`src/rtl/fetch_stage.sv`:
```
// rtl/fetch_stage.sv - instruction fetch stage: PC register, next-PC redirect mux and IF/ID pipeline register
module fetch_stage #(
    parameter logic [31:0] RESET_PC = 32'h00000000,
    parameter logic [31:0] NOP_WORD = 32'h00000000
) (
    input  logic        clk,
    input  logic        reset,
    input  logic        Stall,
    input  logic        Flush,
    input  logic [1:0]  PCSrc,
    input  logic [31:0] BranchTarget,
    input  logic [25:0] JumpIndex,
    input  logic [31:0] IDPCPlus4,
    input  logic [31:0] JrTarget,
    output logic [31:0] Address,
    input  logic [31:0] Instruction,
    output logic [31:0] IF_ID_Instruction,
    output logic [31:0] IF_ID_PCPlus4,
    output logic        IF_ID_Valid,
    output logic [15:0] RedirectCount
);

    logic [31:0] r_pc;
    logic [31:0] r_if_id_instr;
    logic [31:0] r_if_id_pc_plus4;
    logic        r_if_id_valid;
    logic [15:0] r_redirect_count;

    logic [31:0] w_pc_plus4;
    logic        w_redirect;
    logic [31:0] w_target_raw;
    logic [31:0] w_target;

    assign w_pc_plus4 = r_pc + 32'd4;
    assign w_redirect = (PCSrc != 2'b00);

    always_comb begin
        w_target_raw = BranchTarget;
        case (PCSrc)
            2'b01:   w_target_raw = BranchTarget;
            2'b10:   w_target_raw = {IDPCPlus4[31:28], JumpIndex, 2'b00};
            2'b11:   w_target_raw = JrTarget;
            default: w_target_raw = BranchTarget;
        endcase
    end

    // Targets are always word-aligned, whatever the source register held.
    assign w_target = {w_target_raw[31:2], 2'b00};

    always_ff @(posedge clk) begin
        if (reset) begin
            r_pc             <= RESET_PC;
            r_if_id_instr    <= NOP_WORD;
            r_if_id_pc_plus4 <= 32'd0;
            r_if_id_valid    <= 1'b0;
            r_redirect_count <= 16'd0;
        end else if (w_redirect) begin
            // Redirect wins over Stall: the slot being fetched is squashed.
            r_pc             <= w_target;
            r_if_id_instr    <= NOP_WORD;
            r_if_id_pc_plus4 <= w_pc_plus4;
            r_if_id_valid    <= 1'b0;
            if (r_redirect_count != 16'hFFFF) begin
                r_redirect_count <= r_redirect_count + 16'd1;
            end
        end else begin
            if (!Stall) begin
                r_pc <= w_pc_plus4;
            end
            if (Flush) begin
                r_if_id_instr    <= NOP_WORD;
                r_if_id_pc_plus4 <= w_pc_plus4;
                r_if_id_valid    <= 1'b0;
            end else if (!Stall) begin
                r_if_id_instr    <= Instruction;
                r_if_id_pc_plus4 <= w_pc_plus4;
                r_if_id_valid    <= 1'b1;
            end
        end
    end

    assign Address           = r_pc;
    assign IF_ID_Instruction = r_if_id_instr;
    assign IF_ID_PCPlus4     = r_if_id_pc_plus4;
    assign IF_ID_Valid       = r_if_id_valid;
    assign RedirectCount     = r_redirect_count;

endmodule

```
`config.mk`:
```
export PLATFORM = sky130hd
export DESIGN_NAME = fetch_stage
export DESIGN_NICKNAME = d
export VERILOG_FILES = /design/src/rtl/fetch_stage.sv
export SDC_FILE = /design/constraint.sdc
export NUM_CORES = 1
export LEC_CHECK = 0
export ABC_CLOCK_PERIOD_IN_PS = 4700
export CORE_AREA = 2 2 105 107
export CTS_CLUSTER_SIZE = 8
export DETAILED_ROUTE_END_ITERATION = 7
export DIE_AREA = 0 0 107 109
export DONT_BUFFER_PORTS = 1
export PLACE_DENSITY = 0.76
export SYNTH_ARGS = -nofsm -noshare
export SYNTH_HDL_FRONTEND = slang
export SYNTH_SLANG_ARGS = --single-unit
```
`constraint.sdc`:
```
create_clock -name clk -period 4.7 [get_ports clk]
set_clock_uncertainty 0.2 [all_clocks]
set_input_delay 0.705 -clock clk [delete_from_list [all_inputs] [get_ports clk]]
set_output_delay 0.705 -clock clk [all_outputs]
set_load 0.03 [all_outputs]
```
==> metrics.txt, run 1 <==
outcome complete, no violations; ys async rst share 0%; first-pass GRT wire length 26200 um; Layout area overhead 2.45%; commonest cells after routing, fill and taps aside 109 x dfxtp_1, 87 x nor2_1, 38 x mux2i_1; gp weighted congestion 0.887; Post-Syn Area per Cell 8.75 um2; Port Buffers 0; commonest non-fill, non-tap cell in the layout dfxtp_1; Worst-Margin Slew 1.13 ns; Yosys reg bits 109; Post-CTS Setup Bufs 0; Total Nets Final 800; highest routed layer met5; crit path kind reg2reg; Fmax 318 MHz; Tightest Hold Check Type in2reg; Post-CTS Hold Fix Bufs 0; final hold vios 0; DRC errors left 0; cell area after layout 0.00611 mm2; critical path fanouts, max 11; most used cell, CP or4_1; Slew headroom 24.8%; layout cell share with drive strength beyond 1 10.4%; Rows 38; met2 WL 8130 um; Critical R2R Capture IF_ID_PCPlus4[26]; pre-CTS setup slack 1.60 ns; vias in the first global route 5071; remaining global-route overflow 0; final core utilization 57.6%; Synth cell types 64; Total GRT Usage 28.8%; Worst-path clk slew 0.12 ns; TritonCTS clock tree done; Slew Limit Fails 0; Placed Area 0.00592 mm2; chip width 107 um; Synth warnings 0; CP Data Arrival Time 3.25 ns; setup_tns 0 ns; cells after synthesis 682; Pre-antenna DRT Iters 5; post-synthesis xor/xnor area fraction 3.67%; crit path from Address[2]; post-route ant nets 0; CP cell instances ha_1, nand3_1, or4_1, or4_1, a311oi_1; min Tclk post-route 3.15 ns; die footprint 0.0117 mm2; H-tree depth 3; largest family of logic cells by synthesized area simple AND/OR/NAND/NOR gates; r2r worst-path depth 5; fillers 977; final setup fails 0; # IOs 273; Synth Cell Area 0.00597 mm2; met1 WL 6690 um; total CTS buffers 9; Min-Delay Endpoint RedirectCount[6]; dpl hpwl 12300 um; DR WL met3 1670 um; Final WS setup 1.55 ns; Clock Tree Buf Depth 2; RSZ-0062 raised after global routing false; Compound-Gate Fraction of Synth Area 17.3%; worst vdd ir 0.196 mV; worst r2r src Address[2]; vias per cell 6.78; Routed WL 17100 um; later-pin clock latency in the skew report 0.38 ns; Antenna diodes 0; worst hold path depth 1; largest stage delay on the critical path 0.82 ns; R2R setup slack 1.55 ns; DR vias 5305; PostCTS Resize Cnt 0; largest net degree at the start of global routing 72; Root Buffer clkbuf_8; Post-Synth Adder-Cell Area 0.419%; Die Ht 109 um; proportion of synthesized area in mux cells 13.7%; Simple-Gate Fraction of Synth Area 23.2%; sequential element share of the synthesized area 36.6%; Primary FF master, synth dfxtp_1; Core ar. 0.0106 mm2; PD cells 306 mW/mm2; clock sink total 109; critical-path cell with the highest stage delay or4_1; crit end category flop; Initial Utilization 56.3%; crit path launch type flop; Hold Path Origin reset; Critical Path RT 4.80 ns; drt initial violations 379; Post-synth EDFFs 0; crit share post-route 67.0%; max-cap viol count 0; P_leak 2.10 nW; initial antenna violation count 1; wire length per cell 21.8 um
## registers in the layout (all words and copies together), names as in the netlist
name and cells:
IF_ID_Valid 1, Address 30, RedirectCount 16, IF_ID_PCPlus4 30, IF_ID_Instruction 32
## power breakdown
part / switching, W / total [W] / internal (W)
clock: 0.000356 / 0.000563 / 0.000207
combinational: 0.0000821 / 0.000176 / 0.0000934
sequential: 0.000162 / 0.00113 / 0.000967
total: 0.000600 / 0.00187 / 0.00127
## kinds of logic (layout without fill, tap and decap cells)
| group | Yosys count | count (layout) |
|---|---|---|
| adder cells (fa/ha/maj) | 2 | 2 |
| AND/OR/NAND/NOR | 263 | 263 |
| AO/OA/AOI/OAI | 141 | 141 |
| flip-flops | 109 | 109 |
| XOR/XNOR | 25 | 25 |
| buffers and inverters | 70 | 28 |
| multiplexers | 71 | 71 |
| other | 1 | 4 |
## metal layers
| metal | up-vias | track usage, % |
|---|---|---|
| met5 | - | 0 |
| met4 | 2 | 14.2 |
| met3 | 52 | 8.67 |
| met2 | 311 | 46.5 |
| met1 | 2461 | 35.2 |
| li1 | 2479 | - |
## worst max-delay path by stage
stage | cells past startpoint | end | slack [ns]
2_1_floorplan | 5 | IF_ID_PCPlus4[30] | 2.07
3_3_place_gp | 5 | IF_ID_PCPlus4[26] | 1.62
4_1_cts | 5 | IF_ID_PCPlus4[26] | 1.57
6_report | 5 | IF_ID_PCPlus4[26] | 1.55
5_1_grt | 5 | IF_ID_PCPlus4[26] | 1.38
3_5_place_dp | 5 | IF_ID_PCPlus4[26] | 1.60
## critical path: cells and delay by family (launching register included)
family	cells	cell delay (ns)
AO/OA/AOI/OAI	1	0.24
adder cells (fa/ha/maj)	1	0.33
flip-flops	1	0.68
AND/OR/NAND/NOR	3	1.61
## stage by stage
| step | hold WS, ns | cells | power, W |
|---|---|---|---|
| finish | 0.175 | 783 | 0.00187 |
| detailed placement | 0.414 | 767 | 0.00132 |
| global placement | 0.394 | 767 | 0.00131 |
| floorplan | 0.371 | 685 | 0.00130 |
| CTS | 0.161 | 783 | 0.00188 |
| global route | 0.149 | 783 | 0.00195 |
## cells in the mapped netlist (all sizes together) (3+ instances only)
| cell | n | area [um2] |
|---|---|---|
| a211o | 3 | 26.3 |
| a211oi | 19 | 143 |
| a21oi | 17 | 85.1 |
| a22oi | 17 | 128 |
| a311o | 3 | 30.0 |
| a311oi | 11 | 96.3 |
| a31oi | 6 | 37.5 |
| and2 | 6 | 37.5 |
| and3 | 4 | 25.0 |
| and4 | 9 | 80.1 |
| buf | 24 | 121 |
| clkbuf | 39 | 150 |
| dfxtp | 109 | 2180 |
| inv | 7 | 26.3 |
| mux2 | 27 | 304 |
| mux2i | 38 | 380 |
| mux4 | 6 | 135 |
| nand2 | 35 | 131 |
| nand3 | 22 | 110 |
| nand3b | 3 | 22.5 |
| nand4 | 18 | 125 |
| nand4b | 3 | 26.3 |
| nor2 | 87 | 327 |
| nor2b | 8 | 50.1 |
| nor3 | 15 | 75.1 |
| nor4 | 13 | 81.3 |
| o211ai | 13 | 97.6 |
| o21a | 3 | 22.5 |
| o21ai | 13 | 65.1 |
| o22ai | 5 | 31.3 |
| o311ai | 6 | 52.6 |
| o31ai | 6 | 45.0 |
| o41ai | 3 | 26.3 |
| or2 | 3 | 18.8 |
| or3 | 12 | 76.3 |
| or4 | 17 | 129 |
| or4b | 3 | 30.0 |
| xnor2 | 20 | 175 |
| xor2 | 5 | 43.8 |
## area by class of cell
cell class	count	area, um2	share of cell area (%)
well taps	140	175	2.87
inverters	7	26.3	0.430
multi-input cells	506	3500	57.3
repair buffers	5	37.5	0.614
clock inverters	7	65.1	1.06
flip-flops and latches	109	2180	35.7
clock buffers	9	124	2.03
No activity file was read; power rests on OpenSTA's default activity.
==> run 2, diff against run 1 <==
- ABC_CLOCK_PERIOD_IN_PS: 4700 -> 3240
- CORE_AREA: 2 2 105 107 -> 2 2 106 108
- DIE_AREA: 0 0 107 109 -> 0 0 108 110
- PLACE_DENSITY: 0.76 -> 0.75
- clock period: 4.7 -> 3.24 ns (I/O delays scaled with it)
==> metrics.txt, run 2 (synthesis gave the netlist of run 1 again) <==
outcome complete, no violations; Crit path depth 4 (-1); crit path launch type flop; commonest cells after routing, fill and taps aside 109 x dfxtp_1, 87 x nor2_1, 38 x mux2i_1; largest net degree at the start of global routing 59 (-18%); CP Data Arrival Time 2.86 ns (-0.39 ns); R2R setup slack 0.48 ns (-1.07 ns); worst r2r src Address[18]; vias per cell 6.71 (-0.98%); crit path from Address[18]; wire length per cell 22.0 um (+0.60%); logic gate share of total power 12.9% (+3.5 points); P_leak 2.25 nW (+7.0%); Antenna diodes 0 (unchanged); DRC errors left 0 (unchanged); gp weighted congestion 0.889 (+0.25%); crit path kind reg2reg; Pre-antenna DRT Iters 5 (unchanged); critical-path cell with the highest stage delay dfxtp_1; Rows 38 (unchanged); cell family with most CP delay simple AND/OR/NAND/NOR gates; Sw Share 30.3% (-1.8 points); hold_ws 0.0161 ns (-0.159 ns); Layout area overhead 6.54%; worst setup path end IF_ID_PCPlus4[27]; Slew Limit Fails 0 (unchanged); Post-CTS Hold Fix Bufs 1 (+1); vias in the first global route 5164 (+1.8%); Core ar. 0.0107 mm2 (+0.90%); largest stage delay on the critical path 0.68 ns (-0.14 ns); Worst-Margin Slew 1.15 ns (+0.0207 ns); Critical R2R Capture IF_ID_PCPlus4[27]; Int Pwr 0.00201 W (+59%); later-pin clock latency in the skew report 0.38 ns (about the same); Routed WL 17700 um (+3.8%); layout cell share with drive strength beyond 1 13.8% (+3.4 points); H-tree depth 3 (unchanged); CP cell instances nand4_1, or3_1, or4_1, a311oi_1; Worst-path clk slew 0.11 ns (about the same); Total GRT Usage 28.8% (-0.041 points); Initial Utilization 55.8% (-0.50 points); TritonCTS clock tree done; remaining global-route overflow 0 (unchanged); clock sink total 109 (unchanged); final setup fails 0 (unchanged); final core utilization 59.4% (+1.8 points); r2r worst-path depth 4 (-1); P_sw 0.000877 W (+46%); Slew headroom 23.4% (-1.4 points); final hold vios 0 (unchanged); PostCTS Resize Cnt 0 (unchanged); critical path fanouts, max 11 (unchanged); initial antenna violation count 0 (-1); # IOs 273 (unchanged); Tightest Hold Check Type in2reg; crit end category flop; max reg flops 32 (unchanged); Total Nets Final 825 (+3.1%); min Tclk post-route 2.76 ns (-0.392 ns); Placed Area 0.00610 mm2 (+3.0%); Port Buffers 0 (unchanged); critical path buffer and inverter count 0 (unchanged); dpl hpwl 12600 um (+2.9%); post-route ant nets 0 (unchanged); drt initial violations 318 (-16%); RSZ-0062 raised after global routing false; Clk pwr share 33.0% (+2.9 points); Critical Path RT 3.34 ns (-1.46 ns); total CTS buffers 9 (unchanged); cell area after layout 0.00636 mm2 (+4.0%); setup_tns 0 ns (unchanged); Fmax 363 MHz (+14%); Clock Tree Buf Depth 2 (unchanged); die footprint 0.0119 mm2 (+1.9%); chip width 108 um (+0.93%); crit share post-route 85.1% (+18 points); pre-CTS setup slack 0.548 ns (-1.05 ns); worst vdd ir 0.238 mV (+22%); DR vias 5421 (+2.2%); PD cells 455 mW/mm2 (+49%); first-pass GRT wire length 26700 um (+1.7%); Final WS setup 0.483 ns (-1.07 ns); max-cap viol count 0 (unchanged); commonest non-fill, non-tap cell in the layout dfxtp_1; Post-CTS Setup Bufs 0 (unchanged); Seq pwr share 54.0% (-6.5 points); Die Ht 110 um (+0.92%); Root Buffer clkbuf_8
[run 2: cell type report]
type,count,area (um2)
clock buffers,9,124
clock inverters,7,104
fillers,931,4340
inverters,7,26.3
multi-input cells,506,3500
flip-flops and latches,109,2180
well taps,140,175
repair buffers,30,240
[run 2: power by group through the flow]
stage | registers [W] | logic [W] | clock network [W]
final | 0.00156 | 0.000374 | 0.000955
after global routing | 0.00157 | 0.000399 | 0.00102
after CTS | 0.00156 | 0.000368 | 0.000957
after detailed placement | 0.00159 | 0.000357 | 0
after global placement | 0.00159 | 0.000349 | 0
after floorplan | 0.00161 | 0.000279 | 0
[run 2: metrics by stage]
stage               cells  total power [W]
floorplan             685          0.00189
global placement      790          0.00194
detailed placement    790          0.00195
CTS                   807          0.00289
global route          808          0.00299
finish                808          0.00289
[run 2: worst min-delay path by stage]
stage / cells after the start / end / slack (ns) / startpoint
finish: 1 / Address[3] / 0.02 / PCSrc[1]
global route: 1 / Address[12] / 0.01 / reset
CTS: 1 / Address[12] / 0.008 / reset
detailed placement: 1 / RedirectCount[6] / 0.36 / reset
global placement: 1 / RedirectCount[10] / 0.36 / reset
floorplan: 2 / IF_ID_Valid / 0.37 / IF_ID_Valid
[run 2: per-layer routing]
metal | share of wire, % | vias up | track usage [%]
li1 | - | 2521 | -
met1 | 38 | 2526 | 34.0
met2 | 49 | 332 | 49.5
met3 | 10 | 42 | 7.52
met4 | 2.7 | 0 | 12.5
met5 | 0 | - | 0
[run 2: worst register-to-register path, stage by stage (launching register included)]
cell and delay [ns]:
dfxtp_1 0.68, nand4_1 0.51, or3_1 0.52, or4_1 0.50, a311oi_1 0.26
